<file path="src/rtl/multicycle_ctrl.sv">
// Multicycle MIPS-subset control FSM: FETCH/DECODE/EXEC/MEM/WB/TRAP with a retired-instruction counter.
// Optional memory wait states are enabled by defining MULTICYCLE_CTRL_MEM_WAIT_EN.
module multicycle_ctrl #(
  parameter logic TRAP_HOLD = 1'b1
) (
  input  logic        clk,
  input  logic        rst_n,
  input  logic [31:0] instr,
  input  logic        zero,
  input  logic        mem_ready,
  output logic        pc_we,
  output logic        ir_we,
  output logic        mem_rd,
  output logic        mem_wr,
  output logic        iord,
  output logic        reg_we,
  output logic        reg_dst,
  output logic        wb_sel,
  output logic [1:0]  pc_src,
  output logic [1:0]  alu_src_a,
  output logic [1:0]  alu_src_b,
  output logic [3:0]  alu_op,
  output logic [2:0]  state,
  output logic        illegal,
  output logic [31:0] retired
);

  typedef enum logic [2:0] {
    S_FETCH  = 3'd0,
    S_DECODE = 3'd1,
    S_EXEC   = 3'd2,
    S_MEM    = 3'd3,
    S_WB     = 3'd4,
    S_TRAP   = 3'd7
  } state_t;

  localparam logic [5:0] OP_R = 6'h00, OP_J = 6'h02, OP_BEQ = 6'h04, OP_ADDI = 6'h08,
                         OP_ADDIU = 6'h09, OP_LW = 6'h23, OP_SW = 6'h2B;
  localparam logic [5:0] F_SLL = 6'h00, F_SRL = 6'h02, F_ADD = 6'h20, F_ADDU = 6'h21,
                         F_SUB = 6'h22, F_AND = 6'h24, F_OR = 6'h25, F_SLT = 6'h2A;
  localparam logic [3:0] A_ADD = 4'd0, A_SUB = 4'd1, A_AND = 4'd2, A_OR = 4'd3,
                         A_SLT = 4'd4, A_SLL = 4'd5, A_SRL = 4'd6;

  state_t      state_q, state_d;
  logic [31:0] retired_q, retired_d;
  logic [5:0]  op, funct;
  logic        is_r, is_shift, mem_ok, retire_inc;
  logic        unused_sig;

  function automatic logic op_legal(input logic [5:0] o, input logic [5:0] f);
    case (o)
      OP_R:                                           op_legal = f inside {F_SLL, F_SRL, F_ADD, F_ADDU,
                                                                           F_SUB, F_AND, F_OR, F_SLT};
      OP_J, OP_BEQ, OP_ADDI, OP_ADDIU, OP_LW, OP_SW: op_legal = 1'b1;
      default:                                        op_legal = 1'b0;
    endcase
  endfunction

  function automatic logic [3:0] alu_sel(input logic [5:0] o, input logic [5:0] f);
    alu_sel = A_ADD;
    if (o == OP_BEQ) alu_sel = A_SUB;
    else if (o == OP_R) begin
      case (f)
        F_SUB:   alu_sel = A_SUB;
        F_AND:   alu_sel = A_AND;
        F_OR:    alu_sel = A_OR;
        F_SLT:   alu_sel = A_SLT;
        F_SLL:   alu_sel = A_SLL;
        F_SRL:   alu_sel = A_SRL;
        default: alu_sel = A_ADD;
      endcase
    end
  endfunction

  assign op       = instr[31:26];
  assign funct    = instr[5:0];
  assign is_r     = (op == OP_R);
  assign is_shift = is_r && ((funct == F_SLL) || (funct == F_SRL));

`ifdef MULTICYCLE_CTRL_MEM_WAIT_EN
  assign mem_ok     = mem_ready;
  assign unused_sig = ^instr[25:6];
`else
  assign mem_ok     = 1'b1;
  assign unused_sig = ^{mem_ready, instr[25:6]};
`endif

  always_comb begin
    state_d   = state_q;
    pc_we     = 1'b0;
    ir_we     = 1'b0;
    mem_rd    = 1'b0;
    mem_wr    = 1'b0;
    iord      = 1'b0;
    reg_we    = 1'b0;
    reg_dst   = 1'b0;
    wb_sel    = 1'b0;
    pc_src    = 2'b00;
    alu_src_a = 2'b00;
    alu_src_b = 2'b00;
    alu_op    = A_ADD;
    illegal   = 1'b0;
    case (state_q)
      S_FETCH: begin
        // PC+4 is written in the same cycle the IR captures the word
        mem_rd    = 1'b1;
        ir_we     = mem_ok;
        pc_we     = mem_ok;
        alu_src_b = 2'b01;
        state_d   = mem_ok ? S_DECODE : S_FETCH;
      end
      S_DECODE: begin
        alu_src_b = 2'b11;
        if (op == OP_J) begin
          pc_we   = 1'b1;
          pc_src  = 2'b10;
          state_d = S_FETCH;
        end else if (!op_legal(op, funct)) begin
          state_d = S_TRAP;
        end else begin
          state_d = S_EXEC;
        end
      end
      S_EXEC: begin
        alu_src_a = is_shift ? 2'b10 : 2'b01;
        alu_src_b = (is_r || op == OP_BEQ) ? 2'b00 : 2'b10;
        alu_op    = alu_sel(op, funct);
        if (op == OP_BEQ) begin
          pc_we   = zero;
          pc_src  = 2'b01;
          state_d = S_FETCH;
        end else if (op == OP_LW || op == OP_SW) begin
          state_d = S_MEM;
        end else begin
          state_d = S_WB;
        end
      end
      S_MEM: begin
        iord = 1'b1;
        if (op == OP_LW) begin
          mem_rd  = 1'b1;
          state_d = mem_ok ? S_WB : S_MEM;
        end else begin
          mem_wr  = mem_ok;
          state_d = mem_ok ? S_FETCH : S_MEM;
        end
      end
      S_WB: begin
        reg_we  = 1'b1;
        reg_dst = is_r;
        wb_sel  = (op == OP_LW);
        state_d = S_FETCH;
      end
      S_TRAP: begin
        illegal = 1'b1;
        state_d = TRAP_HOLD ? S_TRAP : S_FETCH;
      end
      default: state_d = S_FETCH;
    endcase
  end

  // Only completed instructions count; TRAP re-entry to FETCH is not a retirement
  always_comb begin
    retire_inc = (state_d == S_FETCH) &&
                 (state_q inside {S_DECODE, S_EXEC, S_MEM, S_WB});
    retired_d  = retired_q + 32'(retire_inc);
  end

  always_ff @(posedge clk or negedge rst_n) begin
    if (!rst_n) begin
      state_q   <= S_FETCH;
      retired_q <= '0;
    end else begin
      state_q   <= state_d;
      retired_q <= retired_d;
    end
  end

  assign state   = state_q;
  assign retired = retired_q;

endmodule

</file>
<file path="config.mk">
export PLATFORM = sky130hd
export DESIGN_NAME = multicycle_ctrl
export DESIGN_NICKNAME = d
export VERILOG_FILES = /design/src/rtl/multicycle_ctrl.sv
export SDC_FILE = /design/constraint.sdc
export NUM_CORES = 1
export LEC_CHECK = 0
export CORE_ASPECT_RATIO = 1.25
export CORE_UTILIZATION = 30
export DETAILED_ROUTE_END_ITERATION = 10
export GPL_TIMING_DRIVEN = 0
export PLACE_DENSITY_LB_ADDON = 0.3
export SYNTH_ARGS = -nofsm -noshare
export SYNTH_HDL_FRONTEND = slang
export SYNTH_SLANG_ARGS = --single-unit
</file>
<file path="constraint.sdc">
create_clock -name clk -period 3.86 [get_ports clk]
set_input_delay 0.772 -clock clk [delete_from_list [all_inputs] [get_ports clk]]
set_output_delay 0.772 -clock clk [all_outputs]
set_load 0.005 [all_outputs]
</file>
# Yosys cells after proc, flatten, opt, wreduce, memory -nomap -nowiden

Index checks and enable logic that the tools add are counted.

Output and inout port bits: 54
Word-level logic and storage cells: 66
Flip-flop bits (word level): 35
Input bits: 36

Eq/ne operators: 18
Multiplexer cells: 33
Reductions and logical operators: 12
$add $sub $neg: 1

Operator list:

| operator                                                               | number |
|---|---|
| 6-bit equality test (second input constant)                            | 8 |
| 32-bit by 1-bit adder with 32-bit output                               | 1 |
| 3-bit two-way mux                                                      | 8 |
| 3-bit one-hot mux with 6 select lines                                  | 1 |
| 3-bit one-hot mux with 5 select lines                                  | 1 |
| 1-bit two-way mux                                                      | 14 |
| 6-bit by 2-bit equality test with 1-bit output (second input constant) | 2 |
| 6-bit by 4-bit equality test with 1-bit output (second input constant) | 2 |
| 6-bit zero test                                                        | 2 |
| 2-bit two-way mux                                                      | 4 |
| 8-bit nonzero test                                                     | 1 |
| 3-bit by 2-bit equality test with 1-bit output (second input constant) | 2 |
| 3-bit equality test (second input constant)                            | 2 |
| 6-bit by 3-bit equality test with 1-bit output (second input constant) | 1 |
| 3-bit zero test                                                        | 2 |
| 2-bit one-hot mux with 3 select lines                                  | 1 |
| 6-bit OR reduction                                                     | 1 |
| 1-bit one-hot mux with 2 select lines                                  | 2 |
| 2-bit one-hot mux with 2 select lines                                  | 1 |
| 4-bit nonzero test                                                     | 1 |
| 3-bit by 1-bit equality test with 1-bit output (second input constant) | 1 |
| 1-bit logical OR                                                       | 3 |
| 1-bit one-hot mux with 3 select lines                                  | 1 |
| 1-bit logical AND                                                      | 2 |

# Logic depth before layout (Yosys ltp)

Gate-level depths: netlist of the first run.

Depth after elaboration: 11
Gate-level depth with buffers: 13
Depth with buffers taken out: 12

# Worst setup path after synthesis of the first run

No wires, ideal clock.

Kind: in2reg
Start: in instr[29]
End: reg retired_q[28] (netlist: retired[28])
Cell stages on the path: 12
Data required time: 3736 ps
Setup slack: 545 ps
Library setup time: 124 ps
Data arrival time: 3191 ps
Path buffers: 0
Cells stage by stage: or4_4 nor3b_2 o21ai_1 o2bb2ai_2 o31ai_2 ha_1 ha_1 nand3_1 nor2_1 and4_1 nand3_1 xnor2_1

RTL lines:

| what                                       | RTL line | text |
|---|---|---|
| from (decl)                                | 8        | `input logic [31:0] instr,` |
| 6-bit equality test                        | 132      | `end else if (op == OP_LW \|\| op == OP_SW) begin` |
| 1-bit logical OR                           | 132      |  |
| 3-bit two-way mux                          | 132      |  |
| 3-bit two-way mux                          | 128      | `if (op == OP_BEQ) begin` |
| 3-bit one-hot mux with 5 select lines *    | 103      | `case (state_q)` |
| named net state_d[1]                       | 44       | `state_t state_q, state_d;` |
| 3-bit zero test *                          | 164      | `retire_inc = (state_d == S_FETCH) &&` |
| 1-bit logical AND *                        | 164      |  |
| 32-bit by 1-bit adder with 32-bit output * | 166      | `retired_d = retired_q + 32'(retire_inc);` |
| named net retired_d[28]                    | 45       | `logic [31:0] retired_q, retired_d;` |
| to (signal assigned)                       | 175      | `retired_q <= retired_d;` |
| to (decl)                                  | 45       |  |

Mark *: on every way through the listed nets, which the timed path passes. The rest lies on a longest branch. The select of a mux whose other input is x is not followed.

# Worst setup path in the final report of the first run

Start: in instr[26]
End: out pc_we

Longest elaborated chain between the ends: 3

Ends and longest elaborated chain:

| what                                                                                                             | RTL line | text |
|---|---|---|
| 6-bit by 3-bit equality test with 1-bit output or 6-bit by 2-bit equality test with 1-bit output (tied branches) | 128, 114 |  |
| 1-bit two-way mux, on equally long branches                                                                      | 128, 114 |  |
| 1-bit one-hot mux with 3 select lines *                                                                          | 103      |  |
| to (decl)                                                                                                        | 11       | `output logic pc_we,` |

Every way passes the cells marked *; elsewhere a longest branch is shown, timed or not.

==> results of run 1 <==
cells by family after synthesis:
family,after synthesis,share of synthesized area
DFF,35,0.461
buffers and inverters,9,0.0198
adders and majority gates,2,0.0132
and+or+nand+nor,99,0.285
xor gates and xnor gates,30,0.138
other,1,0.00198
AOI/OAI and AO/OA,19,0.0752
muxes,1,0.00527
state kept, by name (all words and copies together), names as in the netlist:
register,count
retired,32
state,3
path summary, 6_finish.rpt:
check                      slack [ns]  cells after the start     endpoint
min in group asynchronous        0.57                      1  retired[21]
max in group asynchronous        2.80                      1     state[0]
hold / removal                   0.47                      1  retired[31]
hold reg to reg                  0.47                      1  retired[31]
setup reg to reg                 0.99                     11  retired[28]
setup / recovery                 0.09                      5        pc_we
layer usage:
layer / routed length (um) / vias to the layer above / track usage
met5: 0 / - / 0
met4: 46 / 0 / 0.0441
met3: 291 / 4 / 0.0400
met2: 2120 / 61 / 0.232
met1: 1790 / 809 / 0.160
li1: - / 843 / -
per-stage QoR:
step | instances | hold slack [ns] | setup TNS [ns]
floorplan | 196 | 0.468 | 0
global placement | 348 | 0.463 | -4.87
detailed placement | 348 | 0.465 | -5.21
CTS | 356 | 0.476 | 0
global route | 357 | 0.486 | 0
finish | 357 | 0.474 | 0
placed cells by master (no fill, tap or decap), types with 2 or more instances in the layout:
master and count:
sky130_fd_sc_hd__nand3_1 7, sky130_fd_sc_hd__buf_4 2, sky130_fd_sc_hd__clkbuf_8 6, sky130_fd_sc_hd__nor3_1 7, sky130_fd_sc_hd__inv_1 5, sky130_fd_sc_hd__and4_1 4, sky130_fd_sc_hd__nor2b_1 2, sky130_fd_sc_hd__nand2b_1 2
sky130_fd_sc_hd__xnor2_1 20, sky130_fd_sc_hd__nor2_1 18, sky130_fd_sc_hd__clkdlybuf4s50_1 64, sky130_fd_sc_hd__dlymetal6s2s_1 2, sky130_fd_sc_hd__and3_1 10, sky130_fd_sc_hd__nand3_2 2, sky130_fd_sc_hd__nor4_1 3, sky130_fd_sc_hd__nand4_1 7
sky130_fd_sc_hd__a21oi_1 2, sky130_fd_sc_hd__dfrtp_1 35, sky130_fd_sc_hd__a211oi_1 2, sky130_fd_sc_hd__nor3b_1 2, sky130_fd_sc_hd__clkbuf_1 3, sky130_fd_sc_hd__xor2_1 10, sky130_fd_sc_hd__nor2_4 2, sky130_fd_sc_hd__o21ai_1 2
sky130_fd_sc_hd__a22oi_1 2, sky130_fd_sc_hd__nand2_1 23
final cells by class:
type	instances	area, um2
clock inverter	2	35.0
tap	85	106
inverter	5	18.8
multi-input combinational	152	1040
sequential	35	876
timing repair buffer	68	678
clock buffer	6	82.6
buffer	4	18.8
fill	592	3270
power groups by stage:
stage	Combinational [W]	Clock, W	Sequential, W
detailed placement	0.000470	0	0.000472
finish	0.000473	0.000334	0.000467
CTS	0.000473	0.000347	0.000466
floorplan	0.000224	0	0.000468
global route	0.000524	0.000359	0.000476
global placement	0.000467	0	0.000472
what timing repair did:
item | 4_1_cts | 5_1_grt
endpoints found under the hold margin | 0 | 0
pin swaps | 0 | 1
gates resized for setup | 2 | 11
endpoints found under the setup margin | 6 | 21
buffers inserted | 0 | 1
hold buffers | 0 | 0
==> flow_summary.yaml, run 1 <==
setup_path:
  cp.arrival_ns: 3.00
  crit_buf_inv: 2
  timing_worst_setup_path_type: "primary input to output port"
  timing.critical_path.from_type: "primary input"
  cp_common_cell: "sky130_fd_sc_hd__clkdlybuf4s50_1"
  worstReg2RegStart: "state[0]"
  critical_path.startpoint: "instr[26]"
  timing.critical_path.cells: "clkdlybuf4s50_1, or4_1, nor4b_4, a211o_1, clkdlybuf4s50_1"
  cp.required_ns: 3.09
  crit_path_max_fanout: 6
  critical_path.top_delay_family: "buffers and inverters"
  timing.critical_path.slowest_stage_cell: "sky130_fd_sc_hd__or4_1"
  setup_crit_end_kind: "output port"
  critPathMaxStageDelay_ns: 0.63
clock_network:
  clk_latency_ns: 0.28
  ctsLongestPathBuffers: 2
  numCtsBuffers: 5
  clk_pin_slew_ns: 0.07
  cts_tree: "built"
  cts-htree-levels: 2
  cts_root_buf: "sky130_fd_sc_hd__clkbuf_8"
  cts_sinks: 35
sta:
  finalHoldViolCount: 0
  period_needed_ns: 3.77
  timing_worst_slew_pin_value_ns: 0.784
  drv_slew: 0
  relative_slew_slack: 0.477
  setup_violations: 0
  post-route-period-util: 0.977
  rsz0062_at_grt: "false"
  clock_skew_ns: 0.00372
  post-route-worst-setup-slack_ns: 0.0886
  maxClockFrequency_ghz: 0.265
floorplanning:
  floorplan.core_area_um2: 6130
  start_util: 0.310
  ports: 90
  dieArea_um2: 6650
  floorplan.die.height_um: 90.9
  floorplan.die.width_um: 73.1
  rows: 32
layout:
  final_net_count: 309
  final_core_util: 0.466
  area_delta_synth_final_pct: 50.4
  finalInstanceArea_um2: 2850
  drive_above_1_share: 0.0919
  antenna-diode-count: 0
logic_synthesis:
  synth_seq_cells: 35
  per_instance_average_area_after_synthesis_um2: 9.68
  netlist_area_um2: 1900
  number_of_cells_produced_by_synthesis: 196
  synthTopCellsByCount: "sky130_fd_sc_hd__dfrtp_1 (35), sky130_fd_sc_hd__nand2_1 (23), sky130_fd_sc_hd__nor2_1 (20), sky130_fd_sc_hd__xnor2_1 (20)"
  number_of_enable_flip_flop_cells_after_synthesis: 0
  main_flop_type_after_synthesis: "sky130_fd_sc_hd__dfrtp_1"
  synth_top_area_frac: 0.461
  post-synth-top-count-cell: "sky130_fd_sc_hd__dfrtp_1"
  synthDistinctLibCells: 44
  ys_warn_count: 0
  yosysSeqAreaShare: 0.461
  area_contributors_post_synth: "sky130_fd_sc_hd__dfrtp_1 (46%), sky130_fd_sc_hd__xnor2_1 (9.2%), sky130_fd_sc_hd__xor2_1 (4.6%), sky130_fd_sc_hd__nand2_1 (4.5%), sky130_fd_sc_hd__nor2_1 (4.0%)"
  synth_fp_nets: 234
  async_reset_ff_frac: 1.00
  yosysTopAreaCell: "sky130_fd_sc_hd__dfrtp_1"
global_route:
  global_route_wire_length_before_repair_um: 7250
  grt_antenna_before_repair: 0
  groute.usage.overall: 0.136
  grt_pass1_vias: 1623
  grt_max_degree: 36
  remaining_global_route_overflow: 0
power:
  power_frac_comb: 0.371
  pwr_density_cell_nw_per_um2: 446
  ir_drop_mv: 0.221
  p_leak_nw: 1.23
  power.sequential.fraction: 0.367
  power.share.switching: 0.299
  pwr-share-clk: 0.262
  p_total_w: 0.00127
  p_switching_w: 0.000380
  power.internal_w: 0.000893
detailed_routing:
  detail_route.iter0.violations: 69
  num_vias: 1717
  routedWlPerCell_um: 11.9
  detail_route.vias_per_cell: 4.81
  drt_drc_violations_left: 0
  wirelength_um: 4250
  drtPass1Iterations: 4
  postRouteAntennaNets: 0
run_status:
  status: "finished, final reports clean"
placed_design:
  placement.setup.worst_slack_ns: -0.425
  placement.cell_area_um2: 2670
  place_hpwl_um: 3210
  io_buffers: 67
  place_congestion: 0.816
hold_path:
  hold_path_class: "flop to flop"
  critical_hold_path_startpoint: "retired[31]"
flow_run:
  drv_cap: 0
No activity file was read; power rests on OpenSTA's default activity.
==> run 2: changes to the inputs <==
Clock period 3.86 ns to 3.7 ns, I/O delays scaled along.
==> run 2 against run 1 <==
Against the previous run:
- via count is 0.52% higher
- register-to-register slack worse by 0.09 ns
- routed wire length is 0.78% higher
- global-route usage is 0.11 points higher
- final cell count stayed put
- non-clock buffer count stayed put
==> flow_summary.yaml, run 2 (same netlist as run 1, synthesis figures left out) <==
power:
  power.sequential.fraction: 0.366
  ir_drop_mv: 0.231
  power.internal_w: 0.000933
  p_leak_nw: 1.25
  power_frac_comb: 0.372
  pwr-share-clk: 0.262
  power.share.switching: 0.299
  p_total_w: 0.00133
  pwr_density_cell_nw_per_um2: 465
  p_switching_w: 0.000398
sta:
  post-route-period-util: 0.959
  timing_worst_slew_pin_value_ns: 0.781
  period_needed_ns: 3.55
  clock_skew_ns: 0.00458
  rsz0062_at_grt: "false"
  finalHoldViolCount: 0
  setup_violations: 0
  relative_slew_slack: 0.479
  maxClockFrequency_ghz: 0.282
  drv_slew: 0
detailed_routing:
  num_vias: 1726
  routedWlPerCell_um: 12.0
  drtPass1Iterations: 4
  drt_drc_violations_left: 0
  detail_route.vias_per_cell: 4.83
  detail_route.iter0.violations: 64
  postRouteAntennaNets: 0
  wirelength_um: 4280
clock_network:
  ctsLongestPathBuffers: 2
  cts_tree: "built"
  numCtsBuffers: 5
  cts-htree-levels: 2
  clk_latency_ns: 0.28
  cts_root_buf: "sky130_fd_sc_hd__clkbuf_8"
  cts_sinks: 35
  clk_pin_slew_ns: 0.07
placed_design:
  place_congestion: 0.816
  place_hpwl_um: 3210
  io_buffers: 67
  placed_cells: 348
  placement.cell_area_um2: 2670
setup_path:
  crit_path_max_fanout: 5
  timing_worst_setup_path_type: "primary input to output port"
  setup_crit_end_kind: "output port"
  timing.critical_path.from_type: "primary input"
  cp.required_ns: 2.96
  cp.arrival_ns: 2.81
floorplanning:
  floorplan.core_area_um2: 6130
  floorplan.die.width_um: 73.1
  start_util: 0.310
  rows: 32
  dieArea_um2: 6650
  floorplan.die.height_um: 90.9
  ports: 90
flow_run:
  drv_cap: 0
global_route:
  grt_antenna_before_repair: 0
  global_route_wire_length_before_repair_um: 7290
  groute.usage.overall: 0.137
  grt_pass1_vias: 1631
  grt_max_degree: 36
  remaining_global_route_overflow: 0
layout:
  final_cells: 357
  most-common-layout-cells: "sky130_fd_sc_hd__clkdlybuf4s50_1 (61), sky130_fd_sc_hd__dfrtp_1 (35), sky130_fd_sc_hd__nand2_1 (23), sky130_fd_sc_hd__xnor2_1 (20), sky130_fd_sc_hd__nor2_1 (18)"
  largest_reg_flops: 32
  drive_above_1_share: 0.0993
  layout.cells.most_common: "sky130_fd_sc_hd__clkdlybuf4s50_1"
  final_net_count: 309
  antenna-diode-count: 0
  area_delta_synth_final_pct: 50.7
  finalInstanceArea_um2: 2860
hold_path:
  hold_path_class: "flop to flop"
run_status:
  status: "finished, final reports clean"
[run 2: final cells by class]
cell class                 count  area (um2)
fill                         598        3270
multi-input combinational    152        1040
sequential                    35         876
timing repair buffer          68         682
tap                           85         106
clock buffer                   6        82.6
clock inverter                 2        35.0
buffer                         4        18.8
inverter                       5        18.8
[run 2: power groups by stage]
stage               combinational [W]  clock [W]  sequential (W)
global route                 0.000549   0.000374        0.000496
floorplan                    0.000233          0        0.000488
finish                       0.000495   0.000348        0.000487
CTS                          0.000499   0.000362        0.000488
detailed placement           0.000491          0        0.000493
global placement             0.000488          0        0.000492
[run 2: final timing paths]
kind / from / depth (start not counted) / slack, ns / to
max in group asynchronous: rst_n / 1 / 2.67 / state[0]
min reg2reg: retired[31] / 1 / 0.47 / retired[31]
max reg2reg: state[0] / 11 / 0.90 / retired[28]
max: instr[31] / 6 / 0.15 / pc_we
min: retired[31] / 1 / 0.47 / retired[31]
min in group asynchronous: rst_n / 1 / 0.53 / retired[21]
[run 2: metal layers]
layer / track usage / share of wire
met3: 0.0400 / 0.067
met5: 0 / 0
met4: 0.0441 / 0.013
met2: 0.236 / 0.50
met1: 0.160 / 0.42
[run 2: critical path: stages]
cell and delay (ns):
sky130_fd_sc_hd__clkdlybuf4s50_1 0.46, sky130_fd_sc_hd__or4_4 0.55, sky130_fd_sc_hd__nor3b_4 0.23, sky130_fd_sc_hd__nor2b_1 0.20
sky130_fd_sc_hd__a211o_1 0.12, sky130_fd_sc_hd__clkdlybuf4s50_1 0.50
[run 2: repair_timing]
item / 4_1_cts / 5_1_grt
endpoints found under the setup margin: 19 / 25
hold buffers: 0 / 0
buffers inserted: 1 / 0
resized for setup: 8 / 10
pin swaps: 1 / 3
[run 2: through the flow]
stage                     worst slack [ns]  utilization  TNS (ns)  hold WS, ns
after floorplan                      0.417            -         0        0.444
after global placement              -0.526        0.437     -7.85        0.463
after detailed placement            -0.553        0.436     -8.14        0.465
after CTS                          -0.0410        0.461   -0.0778        0.476
after global routing               0.00274        0.467         0        0.486
final                                0.151        0.467         0        0.474
